## config.mk

```make
export PLATFORM = sky130hd
export DESIGN_NAME = sdram_arbiter
export DESIGN_NICKNAME = d
export VERILOG_FILES = /design/src/rtl/sdram_arbiter.sv
export SDC_FILE = /design/constraint.sdc
export NUM_CORES = 1
export LEC_CHECK = 0
export BUFFER_PORTS_ARGS = -buffer_cell sky130_fd_sc_hd__buf_2
export CAP_MARGIN = 10
export CORE_ASPECT_RATIO = 1.2
export CORE_MARGIN = 1.5
export CORE_UTILIZATION = 42
export DETAILED_ROUTE_END_ITERATION = 6
export GPL_TIMING_DRIVEN = 0
export PLACE_DENSITY = 0.82
export SLEW_MARGIN = 20
export SYNTH_ARGS = -nofsm -noshare
export SYNTH_HDL_FRONTEND = slang
export SYNTH_SLANG_ARGS = --single-unit
```

## constraint.sdc

```tcl
create_clock -name clk -period 1.7 [get_ports clk]
set_clock_uncertainty 0.1 [all_clocks]
set_input_delay 0.085 -clock clk [delete_from_list [all_inputs] [get_ports clk]]
set_output_delay 0.085 -clock clk [all_outputs]
set_load 0.01 [all_outputs]
```

## src/rtl/sdram_arbiter.sv

```systemverilog
// -----------------------------------------------------------------------------
// sdram_arbiter
//
// Shares one SDRAM controller between two requesters. Port 0 is typically
// the CPU bus and port 1 a GPU/DMA fetch path. The arbiter blocks all
// traffic until the controller finishes initialisation. It runs one
// transaction at a time. It converts the requesters' req/ack handshake
// into the controller's protocol: start is held until q_ready, and start
// is dropped to release the controller.
//
// Build option:
//   SDRAM_ARB_FIXED_PRIO_EN  when defined, port 0 always wins simultaneous
//                            requests. When undefined, simultaneous
//                            requests alternate round-robin.
//
// Parameters:
//   ADDR_W  word address width passed to the controller (default 24)
//   DATA_W  data width (default 32)
//
// Ports:
//   clk, resetn          clock (rising edge) and async active-low reset
//   pN_req               request, held high until pN_ack
//   pN_we                1 = write, 0 = read, stable while pN_req is high
//   pN_addr, pN_wdata    word address and write data
//   pN_ack               one-cycle completion pulse
//   pN_rdata             read data, valid with pN_ack; held until the next
//                        read on the same port completes
//   mem_start            controller start, held until mem_q_ready
//   mem_we/addr/d        command fields, latched at grant
//   mem_q, mem_q_ready   controller read data and completion strobe
//   mem_busy             controller not idle (this includes refresh)
//   mem_init_done        controller initialisation has finished
//   grant                one-hot owner of the current transaction;
//                        00 when no transaction is in progress
//
// All outputs are driven directly from flops.
// -----------------------------------------------------------------------------
//
// state        | meaning
// -------------+----------------------------------------------------------
// S_WAIT_INIT  | controller still initialising; requests are ignored
// S_IDLE       | waiting for a request while the controller is not busy
// S_ACTIVE     | mem_start held high; waiting for mem_q_ready
// S_RELEASE    | mem_start dropped; waiting for the controller to go idle
//
module sdram_arbiter #(
  parameter int ADDR_W = 24,
  parameter int DATA_W = 32
) (
  input  logic              clk,
  input  logic              resetn,

  input  logic              p0_req,
  input  logic              p0_we,
  input  logic [ADDR_W-1:0] p0_addr,
  input  logic [DATA_W-1:0] p0_wdata,
  output logic              p0_ack,
  output logic [DATA_W-1:0] p0_rdata,

  input  logic              p1_req,
  input  logic              p1_we,
  input  logic [ADDR_W-1:0] p1_addr,
  input  logic [DATA_W-1:0] p1_wdata,
  output logic              p1_ack,
  output logic [DATA_W-1:0] p1_rdata,

  output logic              mem_start,
  output logic              mem_we,
  output logic [ADDR_W-1:0] mem_addr,
  output logic [DATA_W-1:0] mem_d,
  input  logic [DATA_W-1:0] mem_q,
  input  logic              mem_q_ready,
  input  logic              mem_busy,
  input  logic              mem_init_done,

  output logic [1:0]        grant
);

  typedef enum logic [1:0] {
    S_WAIT_INIT = 2'd0,
    S_IDLE      = 2'd1,
    S_ACTIVE    = 2'd2,
    S_RELEASE   = 2'd3
  } state_t;

  state_t              state_q, state_d;
  logic                mem_start_q, mem_start_d;
  logic                mem_we_q, mem_we_d;
  logic [ADDR_W-1:0]   mem_addr_q, mem_addr_d;
  logic [DATA_W-1:0]   mem_d_q, mem_d_d;
  logic                p0_ack_q, p0_ack_d;
  logic                p1_ack_q, p1_ack_d;
  logic [DATA_W-1:0]   p0_rdata_q, p0_rdata_d;
  logic [DATA_W-1:0]   p1_rdata_q, p1_rdata_d;
  logic [1:0]          grant_q, grant_d;
  logic                pick_p1;

`ifdef SDRAM_ARB_FIXED_PRIO_EN
  // Port 1 wins only when port 0 is not asking.
  assign pick_p1 = p1_req & ~p0_req;
`else
  // last_port records which port finished most recently. It resets to 1,
  // so port 0 wins the first tie.
  logic last_port_q, last_port_d;

  assign pick_p1 = p1_req & (~p0_req | ~last_port_q);
`endif

  always_comb begin
    state_d     = state_q;
    mem_start_d = mem_start_q;
    mem_we_d    = mem_we_q;
    mem_addr_d  = mem_addr_q;
    mem_d_d     = mem_d_q;
    p0_ack_d    = 1'b0;
    p1_ack_d    = 1'b0;
    p0_rdata_d  = p0_rdata_q;
    p1_rdata_d  = p1_rdata_q;
    grant_d     = grant_q;
`ifndef SDRAM_ARB_FIXED_PRIO_EN
    last_port_d = last_port_q;
`endif

    case (state_q)
      S_WAIT_INIT: begin
        if (mem_init_done) begin
          state_d = S_IDLE;
        end
      end

      S_IDLE: begin
        if (!mem_busy && (p0_req || p1_req)) begin
          mem_we_d    = pick_p1 ? p1_we    : p0_we;
          mem_addr_d  = pick_p1 ? p1_addr  : p0_addr;
          mem_d_d     = pick_p1 ? p1_wdata : p0_wdata;
          grant_d     = pick_p1 ? 2'b10    : 2'b01;
          mem_start_d = 1'b1;
          state_d     = S_ACTIVE;
        end
      end

      S_ACTIVE: begin
        // A refresh only delays mem_q_ready, so no timeout is needed here.
        if (mem_q_ready) begin
          if (grant_q[1]) begin
            p1_ack_d = 1'b1;
            if (!mem_we_q) begin
              p1_rdata_d = mem_q;
            end
          end else begin
            p0_ack_d = 1'b1;
            if (!mem_we_q) begin
              p0_rdata_d = mem_q;
            end
          end
`ifndef SDRAM_ARB_FIXED_PRIO_EN
          last_port_d = grant_q[1];
`endif
          mem_start_d = 1'b0;
          grant_d     = 2'b00;
          state_d     = S_RELEASE;
        end
      end

      S_RELEASE: begin
        if (!mem_busy) begin
          state_d = S_IDLE;
        end
      end

      default: begin
        state_d = S_WAIT_INIT;
      end
    endcase
  end

  always_ff @(posedge clk or negedge resetn) begin
    if (!resetn) begin
      state_q     <= S_WAIT_INIT;
      mem_start_q <= 1'b0;
      mem_we_q    <= 1'b0;
      mem_addr_q  <= '0;
      mem_d_q     <= '0;
      p0_ack_q    <= 1'b0;
      p1_ack_q    <= 1'b0;
      p0_rdata_q  <= '0;
      p1_rdata_q  <= '0;
      grant_q     <= 2'b00;
`ifndef SDRAM_ARB_FIXED_PRIO_EN
      last_port_q <= 1'b1;
`endif
    end else begin
      state_q     <= state_d;
      mem_start_q <= mem_start_d;
      mem_we_q    <= mem_we_d;
      mem_addr_q  <= mem_addr_d;
      mem_d_q     <= mem_d_d;
      p0_ack_q    <= p0_ack_d;
      p1_ack_q    <= p1_ack_d;
      p0_rdata_q  <= p0_rdata_d;
      p1_rdata_q  <= p1_rdata_d;
      grant_q     <= grant_d;
`ifndef SDRAM_ARB_FIXED_PRIO_EN
      last_port_q <= last_port_d;
`endif
    end
  end

  assign mem_start = mem_start_q;
  assign mem_we    = mem_we_q;
  assign mem_addr  = mem_addr_q;
  assign mem_d     = mem_d_q;
  assign p0_ack    = p0_ack_q;
  assign p1_ack    = p1_ack_q;
  assign p0_rdata  = p0_rdata_q;
  assign p1_rdata  = p1_rdata_q;
  assign grant     = grant_q;

endmodule

```

# After elaboration in Yosys (flattened, before gate mapping)
# Cells that the tools add are included.
dict set report word_totals {
  output_inout_bits 126
  regBits 129
  inputBits 153
}
dict set report classes {
  reduce_logical 11
  mux 21
  bitwise_logic 6
  eq_ne 7
}
# cell count
set op_table {}
lappend op_table {{$mux 32} 1}
lappend op_table {{$mux 24} 1}
lappend op_table {{$mux 2} 7}
lappend op_table {{$reduce_and 4->1} 3}
lappend op_table {{$mux 1} 9}
lappend op_table {{$ne 2x2->1 const B} 4}
lappend op_table {{$pmux 2 s4} 1}
lappend op_table {{$eq 2x2->1 const B} 2}
lappend op_table {{$not 1->1} 4}
lappend op_table {{$pmux 2 s2} 1}
lappend op_table {{$reduce_and 2->1} 2}
lappend op_table {{$reduce_and 3->1} 1}
lappend op_table {{$eq 2x1->1 const B} 1}
lappend op_table {{$logic_not 2->1} 1}
lappend op_table {{$pmux 1 s2} 1}
lappend op_table {{$reduce_bool 2->1} 1}
lappend op_table {{$and 1x1->1} 1}
lappend op_table {{$logic_and 1x1->1} 1}
lappend op_table {{$logic_not 1->1} 1}
lappend op_table {{$logic_or 1x1->1} 1}
lappend op_table {{$or 1x1->1} 1}

# Logic depth before layout (Yosys ltp)
dict set report depth {
  ltp_word 6
  ltp_mapped 7
  ltp_nobuf 5
}

# Worst setup path after synthesis
# Ideal clock, no wire load.
dict set report synth_timing {
  path_type {register to register}
  from {register state_q[0]}
  to {register p0_rdata_q[10] (netlist: p0_rdata[10])}
  arrival_ns 1.597
  stages_incl_launch_ff 7
  period_less_slack_ns 1.822
  slack_ns -0.122
  cell_sequence {dfrtp_1 -> inv_1 -> ha_1 -> nand2_1 -> nor3_2 -> buf_4 -> mux2_2}
}
dict set report synth_via {
  elab_chain_len 2
}
# item line_no
set synth_lines {}
lappend synth_lines {{start: declaration} 86} ;# state_t state_q, state_d;
lappend synth_lines {{start signal: assignment} 193} ;# state_q <= state_d;
lappend synth_lines {{$eq 2x2->1} 124} ;# case (state_q)
lappend synth_lines {{$reduce_and 4->1 (no source line)} -}
lappend synth_lines {{end signal: assignment} 200} ;# p0_rdata_q <= p0_rdata_d;
lappend synth_lines {{end: declaration} 93} ;# logic [DATA_W-1:0] p0_rdata_q, p0_rdata_d;
# No other way between the ends.
# A chain may end at the register's enable or synchronous reset.

# Worst setup path in the final report
dict set report layout_timing {
  from {register state_q[1]}
  to {register mem_addr_q[17] (netlist: mem_addr[17])}
}
dict set report layout_via {
  elab_chain_len 2
}
# item line_no
set layout_lines {}
lappend layout_lines {{$eq 2x1->1} 124}
lappend layout_lines {{$reduce_and 2->1 (no source line)} -}
lappend layout_lines {{end signal: assignment} 196} ;# mem_addr_q <= mem_addr_d;
lappend layout_lines {{end: declaration} 89} ;# logic [ADDR_W-1:0] mem_addr_q, mem_addr_d;
# No other way between the ends.

==> impl_summary.txt <==
----------------------------------------------------
[Layout]
  Final core utilization ... 76.7%
  Proportion of layout cells with a drive suffix above 1 ... 65.8%
  Final cell count without fillers ... 1,010
  Net count of the finished layout ... 986
  Signed area change from the synthesized netlist to the final layout ... 78.6%

[Timing]
  Portion of the clock cycle consumed by the worst path in the final layout ... 103%
  Headroom to the max-slew limit ... 66.3%
  Number of max-slew violations in the final report ... 0
  Hold slack ... 0.101 ns
  F_max ... 573 MHz
  Measured slew at the worst slew-check pin ... 0.506 ns
  RSZ-0062 raised after global routing ... true
  Worst Setup Slack, final ... -0.0461 ns
  Hold Vio Cnt, Final ... 0
  Minimum period implied by the final worst setup slack ... 1.75 ns
  Post-Route Setup TNS ... -1.97 ns
  Count of final setup violators ... 100

[Synth]
  Cell Area, Synth ... 0.00566 sq mm
  Area share of the leading cell type in the synthesized netlist ... 56.6%
  Count of state elements after synthesis ... 129
  Sequential-to-total area share from yosys stat ... 57.1%
  Cell taking the most area after synthesis ... dfrtp_1
  Mean instance size in the synthesized netlist ... 15.8 sq um
  Cell count after synthesis ... 357
  Syn. warnings ... 0
  Total nets after synthesis ... 514
  Count of distinct cell types in the synthesized netlist ... 25
  Most area-consuming cells after synthesis ... dfrtp_1 57%, mux2_2 33%, mux2_4 2.4%

[Power]
  Pleak ... 5.01 nW
  Power density cells ... 1580 mW/mm^2
  Worst vdd rail ir drop ... 1070 uV

[GRT]
  Number of global-route vias before repair ... 5,443
  First-pass GRT wire length ... 26,600 um
  Pin count of the biggest net entering global routing ... 78
  GRT Total Usage ... 24.8%
  Grt total ovfl ... 0
  Number of antenna violations at the first check in global routing ... 2

[Placement]
  Hpwl dp ... 10,500 um
  Quantity of I/O buffers inserted on ports ... 278
  RePlAce Congestion ... 0.778
  Placed Cells incl. Taps ... 804

[Floorplanning]
  Die span in x ... 109 um
  Site row count ... 46
  Core outline area ... 0.0132 sq mm
  Starting density of the core ... 42.9%
  Die outline area ... 0.0142 sq mm
  Boundary Pins ... 279
  Die height ... 130 um

[CTS]
  Clock Latency Late Sink ... 0.40 ns
  Number of clock sinks seen by CTS ... 129
  Reg clk slew, reported paths ... 0.06 ns
  Number of buffers created by CTS ... 17
  Clock root buffer ... clkbuf_16
  Clock tree buffer depth ... 2
  Number of levels in the clock H-tree ... 4
  TritonCTS clock tree ... built

[Critical path]
  Worst-path fanout max ... 10
  Critical-path cell list ... inv_2 > ha_4 > inv_4 > nor2_4 > buf_6 > buf_8 > mux2_2
  CP endpoint kind ... flop
  Nature of the critical path startpoint ... flop
  Crit path max-delay family ... buffers and inverters
  Total buffers and inverters traversed by the critical path ... 4
  Largest incremental delay on the critical path ... 0.44 ns
  Slowest cell on the critical path ... dfrtp_2
  Crit path DAT ... 1.92 ns
  Worst Path Class, Setup ... flop to flop
  Critical Path RT ... 1.87 ns
  Worst-case register-to-register setup slack ... -0.05 ns

[Worst hold path]
  Kind of path behind the tightest hold check ... input port to async pin

[Route]
  Average wire per standard cell ... 19.2 um
  Number of vias in the routed layout ... 5,051
  Iteration-0 DRC count of the detailed router ... 140
  Average vias per placed instance ... 5.00
  Pre-antenna DRT Iters ... 4
  Remaining number of nets flagged by the antenna check after routing ... 0
  Residual DRC count ... 0
  Total detailed-routing wirelength ... 19,400 um

[Status]
  Status ... complete, but fails checks
  Failing checks ... setup timing

[Job]
  Maximum Capacitance Violations ... 0

----------------------------------------------------
[layout by cell type (no fill, tap or decap), types with 2 or more instances in the layout]
cell           netlist  layout
bufinv_16            0       3
buf_6                6       6
buf_8                0       5
inv_2                0       2
ha_4                 0       2
clkbuf_8             0       3
clkinvlp_4           0       3
nor2b_1              3       2
mux2_2             168     116
dlygate4sd3_1        0     149
ha_1                 4       2
mux2_4               9      65
clkbuf_16            0      21
buf_12               0       7
dfrtp_1            128     127
buf_4                7      21
inv_6                0       3
buf_2                6     278
nor2_1               4       3
[layer usage]
| metal | vias to the layer above | share of wire (%) | global-route usage (%) |
|---|---|---|---|
| met5 | - | 0.077 | 0 |
| met4 | 2 | 4.6 | 15.2 |
| met3 | 81 | 7.6 | 7.84 |
| met2 | 256 | 52 | 44.5 |
| met1 | 2488 | 35 | 24.8 |
| li1 | 2224 | - | - |
[repair_timing]
item,4_1_cts,5_1_grt
pin swaps,6,2
buffers inserted,18,4
hold buffers,149,0
gates cloned,0,4
hold endpoints to repair,176,0
resized for setup,46,38
endpoints found under the setup margin,123,123
[cell usage after synthesis]
library cell	number
nor2b_1	3
inv_1	4
a21boi_2	1
o21bai_2	1
a2111oi_2	1
o2bb2ai_1	1
mux2_1	4
mux2_4	9
and2_1	1
ha_1	4
buf_2	6
dfstp_2	1
buf_6	6
nor2_1	4
o32ai_1	1
and3_1	1
nor3_2	1
nand2_1	1
a211oi_1	1
mux2_2	168
a21o_1	1
dfrtp_1	128
nor3_1	1
nand2b_1	1
buf_4	7
[where the power goes]
group,switching (W),internal [W]
registers,0.000905,0.00458
clock network,0.00134,0.00243
logic,0.00283,0.00385
total,0.00508,0.0109
[area by class of cell]
type / count / area [sq um]
Inverter: 4 / 17.5
Fill cell: 740 / 3070
Timing Repair Buffer: 454 / 3210
Clock inverter: 11 / 153
Tap cell: 168 / 210
Buffer: 18 / 249
Multi-Input combinational cell: 205 / 2570
Antenna cell: 1 / 2.50
Sequential cell: 129 / 3230
Clock buffer: 20 / 467
[cell families (layout without fill, tap and decap cells)]
group                      count (synthesis)  after routing  share of synthesized area (%)
muxes                                    181            181                           36.6
other                                      0              1                              0
DFF                                      129            129                           57.1
AOI/OAI and AO/OA                          7              7                           1.24
buffers and inverters                     23            507                           2.92
and+or+nand+nor                           13             13                           1.26
adders and majority gates                  4              4                          0.885
[worst paths after layout]
path                               from            to  depth (start not counted)
max                          state_q[1]  mem_addr[17]                          7
min                              resetn  p1_rdata[26]                          2
max reg2reg                  state_q[1]  mem_addr[17]                          7
min reg2reg                mem_addr[20]  mem_addr[20]                          1
max in group asynchronous        resetn   last_port_q                          3
min in group clk                 p1_req     mem_start                          3
[state kept, by name (all words and copies together), names as in the netlist]
signal and cells:
state_q 2, p1_rdata 32, last_port_q 1, mem_we 1, mem_d 32, p0_rdata 32
mem_addr 24, grant 2, p1_ack 1, p0_ack 1, mem_start 1
[worst register-to-register path, cell delays in order (launching register included)]
cell     delay, ns
dfrtp_2       0.44
inv_2         0.09
ha_4          0.18
inv_4         0.05
nor2_4        0.11
buf_6         0.16
buf_8         0.15
mux2_2        0.35
[metrics by stage]
stage,cell area (sq um),power (W),setup slack [ns]
after floorplan,5760,0.00848,-0.0332
after global placement,7360,0.0105,-1.11
after detailed placement,7400,0.0108,-0.271
after CTS,9840,0.0155,-0.0626
after global routing,10100,0.0167,-0.0869
final,10100,0.0159,-0.0461
No activity file was read; power rests on OpenSTA's default activity.
